<file path="config.mk">
export PLATFORM = sky130hd
export DESIGN_NAME = full_adder
export DESIGN_NICKNAME = d
export VERILOG_FILES = /design/src/rtl/full_adder_pkg.sv /design/src/rtl/full_adder_cell.sv /design/src/rtl/full_adder.sv
export SDC_FILE = /design/constraint.sdc
export NUM_CORES = 1
export LEC_CHECK = 0
export BUFFER_PORTS_ARGS = -buffer_cell sky130_fd_sc_hd__buf_2
export CAP_MARGIN = 10
export CORE_AREA = 8 8 45 47
export DETAILED_ROUTE_END_ITERATION = 6
export DIE_AREA = 0 0 53 55
export GPL_TIMING_DRIVEN = 0
export SETUP_SLACK_MARGIN = 0.05
export SYNTH_ARGS = -nofsm -noshare
export SYNTH_HDL_FRONTEND = slang
export SYNTH_SLANG_ARGS = --single-unit
</file>
<file path="constraint.sdc">
create_clock -name clk -period 2.98 [get_ports clk]
set_input_delay 0.298 -clock clk [delete_from_list [all_inputs] [get_ports clk]]
set_output_delay 0.298 -clock clk [all_outputs]
set_load 0.01 [all_outputs]
</file>
<file path="src/rtl/full_adder_pkg.sv">
// Shared constants and types for the registered 1-bit full adder.
// Integrators and benches use FA_LATENCY to align against out_valid.
package full_adder_pkg;

    localparam int FA_LATENCY = 1;

    typedef struct packed {
        logic sum;
        logic cout;
    } fa_result_t;

endpackage

</file>
<file path="src/rtl/full_adder_cell.sv">
// Purely combinational 1-bit full-adder cell; no state and no clock.
module full_adder_cell
    import full_adder_pkg::*;
(
    input  logic a,
    input  logic b,
    input  logic ci,
    output logic s,
    output logic co
);

    fa_result_t res;

    always_comb begin
        res      = '0;
        res.sum  = a ^ b ^ ci;
        res.cout = (a & b) | (a & ci) | (b & ci);
    end

    assign s  = res.sum;
    assign co = res.cout;

endmodule

</file>
<file path="src/rtl/full_adder.sv">
// Registered 1-bit full adder with optional bit-serial carry chaining.
// The cout register doubles as the stored carry, so the two can never diverge.
module full_adder
    import full_adder_pkg::*;
(
    input  logic clk,
    input  logic rst_n,
    input  logic a,
    input  logic b,
    input  logic cin,
    input  logic in_valid,
    input  logic chain,
    output logic sum,
    output logic cout,
    output logic out_valid
);

    logic ci_eff;
    logic sum_next;
    logic cout_next;

    // In bit-serial mode the previous carry-out feeds this bit; cin is ignored.
    assign ci_eff = chain ? cout : cin;

    full_adder_cell u_cell (
        .a  (a),
        .b  (b),
        .ci (ci_eff),
        .s  (sum_next),
        .co (cout_next)
    );

    always_ff @(posedge clk) begin
        if (!rst_n) begin
            sum       <= 1'b0;
            cout      <= 1'b0;
            out_valid <= 1'b0;
        end else if (in_valid) begin
            sum       <= sum_next;
            cout      <= cout_next;
            out_valid <= 1'b1;
        end else begin
            out_valid <= 1'b0;
        end
    end

endmodule

</file>
==> results.sh, run 1 <==
export IMPL_status="finished clean"
export IMPL_timing_final_crit_share_pct=45.20
export IMPL_synth_top_family_by_area="multiplexers"
export IMPL_powerDensity_nw_per_um2=609.8
export IMPL_drive_gt1_share_pct=60.87
export IMPL_clk_pin_slew_worst_paths_ps=40
export IMPL_fmaxAchievable_mhz=742.3
export IMPL_grt_pass1_wl_um=565
export IMPL_nets=32
export IMPL_first_pass_iters=2
export IMPL_clock_path_buffers=2
export IMPL_die_h_um=55
export IMPL_grt_setup_unrepaired="no"
export IMPL_n_antenna_cell=0
export IMPL_syn2layout_area_growth_pct=69.52
export IMPL_yosys_warnings=0
export IMPL_grt_pass1_vias=133
export IMPL_peakVddDrop_mv=0.1115
export IMPL_wirelength_um=367
export IMPL_globalRouteOverflowTotal=0
export IMPL_final_hold_viol_count=0
export IMPL_end_kind="register"
export IMPL_grt_max_degree=4
export IMPL_synth_seq_cells=3
export IMPL_die_x_um=53
export IMPL_maxSlewHeadroom_pct=91.77
export IMPL_cts_buffers=3
export IMPL_antenna_found_initial=0
export IMPL_fin_worst_skew_ps=0.04402
export IMPL_first_iter_violations=1
export IMPL_clock_latency_ps=230
export IMPL_cts_setup_buffers=0
export IMPL_vias_per_cell=2.949
export IMPL_cp_top_family="adder cells"
export IMPL_postCtsResizedCells=0
export IMPL_finalSetupTns_ps=0
export IMPL_ios=10
export IMPL_netlist_area_sq_um=131.4
export IMPL_yosysUniqueCellTypes=6
export IMPL_grt_usage_pct=3.228
export IMPL_cp_max_fo=3
export IMPL_slowest_delay_ps=440
export IMPL_synth_nets=18
export IMPL_worst_slew_pin_slew_ps=120.0
export IMPL_synth_avg_cell_area_sq_um=13.14
export IMPL_synth_compound_area_share_pct=0
export IMPL_setup_violations=0
export IMPL_cp_start_kind="register"
export IMPL_core_region_area_sq_um=1384
export IMPL_wl_per_cell_um=9.410
export IMPL_timing_critical_path_cells="mux2_2 -> fa_1 -> mux2i_1 -> nor2b_1"
export IMPL_synthAdderAreaFrac_pct=15.24
export IMPL_maxCapViolCount=0
export IMPL_crit_buf_inv=0
export IMPL_die_area_sq_um=2915
export IMPL_holdBufCountCts=0
export IMPL_hold_class="in -> reg"
export IMPL_drv_slew=0
export IMPL_ys_seq_area_share_pct=45.71
export IMPL_period_needed_ps=1347
export IMPL_synthXorXnorAreaFrac_pct=0
export IMPL_port_buffers=9
export IMPL_cts_sinks=3
export IMPL_total_power_mw=0.1358
export IMPL_ant_nets=0
export IMPL_slowest_stage="fa_1"
export IMPL_row_count=14
export IMPL_num_vias=115
export IMPL_criticalPathCategory="reg -> reg"
export IMPL_root_buffer="clkbuf_4"
export IMPL_cts_tree="yes"
export IMPL_nFillCells=154
export IMPL_gp_congestion=0.5915
export IMPL_cp_data_arrival_time_ps=1470
export IMPL_syn_inst=10
export IMPL_synth_simple_area_share_pct=15.24
export IMPL_power_leakage_nw=0.1092
export IMPL_yosys_mux_area_fraction_pct=23.81
export IMPL_crit_required_ps=3100
export IMPL_start_util_pct=9.494
export IMPL_h_tree_depth=1
export IMPL_drc=0
-- synth_stat cells (all sizes together) --
cell | count | share of area [%]
and2 | 1 | 5.7
dfxtp | 3 | 46
fa | 1 | 15
mux2 | 1 | 8.6
mux2i | 2 | 15
nor2b | 2 | 9.5
-- layer usage --
metal | up-vias | GRT usage, % | routed length, um
met5 | - | 0 | 0
met4 | 0 | 1.293 | 0
met3 | 0 | 5.615 | 95
met2 | 12 | 2.148 | 69
met1 | 44 | 3.659 | 202
li1 | 59 | - | -
-- power by group --
| group | switching [mW] | total, mW | leakage [nW] | internal [mW] |
|---|---|---|---|---|
| registers | 0.00156 | 0.0450 | 0.0248 | 0.0434 |
| clock network | 0.0219 | 0.0722 | 0.0150 | 0.0502 |
| logic | 0.00826 | 0.0187 | 0.0694 | 0.0104 |
| total | 0.0317 | 0.136 | 0.109 | 0.104 |
-- layout make-up --
class                      instances  area, sq um  share of cell area, %
timing repair buffer               9        45.04                  20.22
sequential                         3        60.06                  26.97
multi-input combinational          7        71.32                  32.02
clock buffer                       4        26.28                  11.80
tap                               16        20.02                  8.989
-- worst reg2reg max path: stages (launching register included) --
cell and delay (ps):
dfxtp_1 320, mux2_2 280, fa_1 440, mux2i_1 140, nor2b_1 50
-- kinds of logic (layout without fill, tap and decap cells) --
family                     after synthesis  in the layout
and+or+nand+nor                          3              3
adders and majority gates                1              1
DFF                                      3              3
buffers and inverters                    0             13
muxes                                    3              3
-- layout by cell type (no fill, tap or decap) --
cell / instances
fa_1: 1
buf_2: 9
and2_2: 1
dfxtp_1: 3
mux2i_1: 2
clkbuf_1: 1
mux2_2: 1
nor2b_1: 2
clkbuf_4: 3
-- registers in the layout, summed over array words and instances, names as in the netlist --
name       count
out_valid      1
cout           1
sum            1
-- path summary, 6_finish.rpt --
kind | startpoint | end | slack [ps] | cells past startpoint
setup / recovery | cout$_SDFFE_PN0P_ | sum$_SDFFE_PN0P_ | 1630 | 4
hold / removal | rst_n | cout$_SDFFE_PN0P_ | 310 | 2
setup reg to reg | cout$_SDFFE_PN0P_ | sum$_SDFFE_PN0P_ | 1630 | 4
hold reg to reg | sum$_SDFFE_PN0P_ | sum$_SDFFE_PN0P_ | 520 | 2
-- through the flow --
step / worst slack (ps) / instances / area [sq um] / hold slack, ps / utilization, %
after CTS: 1634 / 39 / 222.7 / 301.3 / 16.09
final: 1633 / 39 / 222.7 / 308.3 / 16.09
after global placement: 1548 / 35 / 196.4 / 502.0 / 14.20
after global routing: 1590 / 39 / 222.7 / 320.9 / 16.09
after detailed placement: 1517 / 35 / 196.4 / 511.1 / 14.20
after floorplan: 1656 / 10 / 131.4 / 426.2 / -
Note: power is estimated with default switching activity, not from simulation.
==> run 2, diff against run 1 <==
--- a/config.mk
+++ b/config.mk
@@ -5,6 +5,7 @@
 export SDC_FILE = /design/constraint.sdc
 export NUM_CORES = 1
 export LEC_CHECK = 0
+export ABC_AREA = 1
 export BUFFER_PORTS_ARGS = -buffer_cell sky130_fd_sc_hd__buf_2
 export CAP_MARGIN = 10
 export CORE_AREA = 8 8 45 47
==> constraint.sdc (replaced) <==
create_clock -name clk -period 1.4 [get_ports clk]
set_input_delay 0.14 -clock clk [delete_from_list [all_inputs] [get_ports clk]]
set_output_delay 0.14 -clock clk [all_outputs]
set_load 0.01 [all_outputs]
==> run 2 against run 1 <==
Effect of this change:
- cell area rose by 2.8%
- non-clock buffer count unchanged
- sequential power is 110% higher
- count of clock-buffer cells in the layout stayed put
- largest power group unchanged
==> results.sh, run 2 <==
export IMPL_maxCapViolCount=0
export IMPL_slowest_stage="fa_1"
export IMPL_cp_max_fo=3
export IMPL_nets=41
export IMPL_hold_class="in -> reg"
export IMPL_fin_worst_skew_ps=0.001443
export IMPL_ys_seq_area_share_pct=43.64
export IMPL_cp_depth=7
export IMPL_grt_pass1_vias=169
export IMPL_synth_edf_count=0
export IMPL_criticalPathCategory="reg -> reg"
export IMPL_cpMostUsedCell="nand2_1"
export IMPL_cts_setup_buffers=0
export IMPL_multi_input_area_sq_um=62.56
export IMPL_yosys_area_top_type="dfxtp_1"
export IMPL_crit_buf_inv=1
export IMPL_synth_avg_cell_area_sq_um=7.244
export IMPL_vias_per_cell=3.188
export IMPL_postCtsResizedCells=0
export IMPL_syn2layout_area_growth_pct=66.36
export IMPL_period_needed_ps=1228
export IMPL_synth_nets=27
export IMPL_fmaxAchievable_mhz=814.5
export IMPL_synth_most_common_cell="nand2_1"
export IMPL_n_antenna_cell=0
export IMPL_die_h_um=55
export IMPL_maxSlewHeadroom_pct=85.70
export IMPL_startpoint="cout$_SDFFE_PN0P_"
export IMPL_synth_seq_cells=3
export IMPL_antenna_found_initial=0
export IMPL_num_vias=153
export IMPL_clock_path_buffers=2
export IMPL_reg_top3="cout: 1 flops, out_valid: 1 flops, sum: 1 flops"
export IMPL_finalSetupTns_ps=0
export IMPL_design_area_sq_um=229.0
export IMPL_die_area_sq_um=2915
export IMPL_peakVddDrop_mv=0.1437
export IMPL_drc=0
export IMPL_r2r_cells=7
export IMPL_yosysTopAreaCellShare_pct=43.64
export IMPL_first_pass_iters=3
export IMPL_status="finished clean"
export IMPL_crit_required_ps=1530
export IMPL_cp_start_kind="register"
export IMPL_placed_area_sq_um=202.7
export IMPL_setup_violations=0
export IMPL_powerDensity_nw_per_um2=1242
export IMPL_globalRouteOverflowTotal=0
export IMPL_syn_inst=19
export IMPL_rr_endpoint="sum$_SDFFE_PN0P_"
export IMPL_cts_sinks=3
export IMPL_grt_max_degree=6
export IMPL_power_leakage_nw=0.1327
export IMPL_nFillCells=160
export IMPL_final_hold_viol_count=0
export IMPL_wirelength_um=345
export IMPL_grt_setup_unrepaired="no"
export IMPL_cp_top_family="adder cells"
export IMPL_core_region_area_sq_um=1384
export IMPL_row_count=14
export IMPL_clock_latency_ps=230
export IMPL_drv_slew=0
export IMPL_synthArstFlopShare_pct=0
export IMPL_drive_gt1_share_pct=37.50
export IMPL_start_util_pct=9.946
export IMPL_ys_top_cells_by_count="6 x nand2_1, 4 x inv_1, 4 x nor2_1"
export IMPL_slowest_delay_ps=450
export IMPL_rr_startpoint="cout$_SDFFE_PN0P_"
export IMPL_yosys_warnings=0
export IMPL_yosysUniqueCellTypes=6
export IMPL_timing_critical_path_cells="nand2_1 -> o21ai_0 -> fa_1 -> inv_1 -> nand2_1 -> nand2_1 -> nor2_1"
export IMPL_critPathCapture="sum$_SDFFE_PN0P_"
export IMPL_clk_pin_slew_worst_paths_ps=40
export IMPL_gp_congestion=0.7038
export IMPL_cts_buffers=3
export IMPL_ys_flop_type="dfxtp_1"
export IMPL_h_tree_depth=1
export IMPL_synth_top_cells_by_area="dfxtp_1 44%, nand2_1 16%, fa_1 15%"
export IMPL_seq_area_sq_um=60.06
export IMPL_holdBufCountCts=0
export IMPL_cp_data_arrival_time_ps=1350
export IMPL_ant_nets=0
export IMPL_rrSetupSlack_ps=170
export IMPL_cts_tree="yes"
export IMPL_most_common_layout_cells="9 x buf_2, 6 x nand2_1, 4 x inv_1, 4 x nor2_1"
export IMPL_end_kind="register"
export IMPL_root_buffer="clkbuf_4"
export IMPL_wl_per_cell_um=7.188
export IMPL_worst_slew_pin_slew_ps=212.3
export IMPL_ios=10
export IMPL_grt_usage_pct=3.002
export IMPL_timing_final_crit_share_pct=87.70
export IMPL_whs_ps=141.4
export IMPL_die_x_um=53
export IMPL_mostFrequentLayoutCell="buf_2"
export IMPL_first_iter_violations=5
export IMPL_port_buffers=9
export IMPL_grt_pass1_wl_um=600
export IMPL_netlist_area_sq_um=137.6
-- run 2: cell types whose count changed after synthesis, sizes merged, moves of 2 or more --
| cell | change |
|---|---|
| inv | +4 |
| mux2i | -2 |
| nand2 | +6 |
| nor2 | +4 |
| nor2b | -2 |
-- run 2: worst min-delay path by stage --
stage                         from              endpoint  slack (ps)  cells after the start
final                        rst_n  out_valid$_SDFF_PN0_         140                      3
after detailed placement     rst_n  out_valid$_SDFF_PN0_         380                      3
after CTS                    rst_n  out_valid$_SDFF_PN0_         140                      3
after global placement       rst_n  out_valid$_SDFF_PN0_         370                      3
after global routing         rst_n  out_valid$_SDFF_PN0_         140                      3
after floorplan           in_valid  out_valid$_SDFF_PN0_         230                      2
-- run 2: area by class of cell --
cell class / count / share of cell area (%)
Clock buffer: 4 / 11.48
Inverter: 4 / 6.557
Multi-Input combinational cell: 12 / 27.32
Sequential cell: 3 / 26.23
Tap cell: 16 / 8.743
Timing Repair Buffer: 9 / 19.67
-- run 2: power breakdown --
part | leakage, nW | switching (mW) | internal [mW] | total (mW)
clock network | 0.0150 | 0.0423 | 0.107 | 0.149
logic | 0.0927 | 0.0212 | 0.0188 | 0.0399
registers | 0.0250 | 0.00293 | 0.0924 | 0.0954
total | 0.133 | 0.0664 | 0.218 | 0.284
-- run 2: cell families after synthesis --
group	after synthesis	synth area share, %
adders and majority gates	1	14.55
AOI/OAI and AO/OA	1	3.633
and+or+nand+nor	10	27.27
DFF	3	43.64
buffers and inverters	4	10.91
-- run 2: metrics by stage --
| stage | util [%] | setup slack [ps] | cells | power, mW |
|---|---|---|---|---|
| after floorplan | - | 181.8 | 19 | 0.1166 |
| after detailed placement | 14.65 | 168.3 | 44 | 0.1376 |
| final | 16.55 | 172.2 | 48 | 0.2843 |
| after global placement | 14.65 | 174.2 | 44 | 0.1368 |
| after global routing | 16.55 | 61.48 | 48 | 0.3145 |
| after CTS | 16.55 | 161.7 | 48 | 0.2951 |
-- run 2: worst register-to-register path, stage by stage, from the launching register on --
cell and delay, ps:
dfxtp_1 340, nand2_1 50, o21ai_0 90, fa_1 450, inv_1 60, nand2_1 40, nand2_1 50, nor2_1 30
-- run 2: metal layers --
layer	share of wire, %	wire [um]	track usage, %	vias up
li1	-	-	-	80
met3	17	59	1.070	0
met2	46	160	4.297	10
met4	0	0	5.172	0
met5	0	0	0	-
met1	36	125	2.576	63
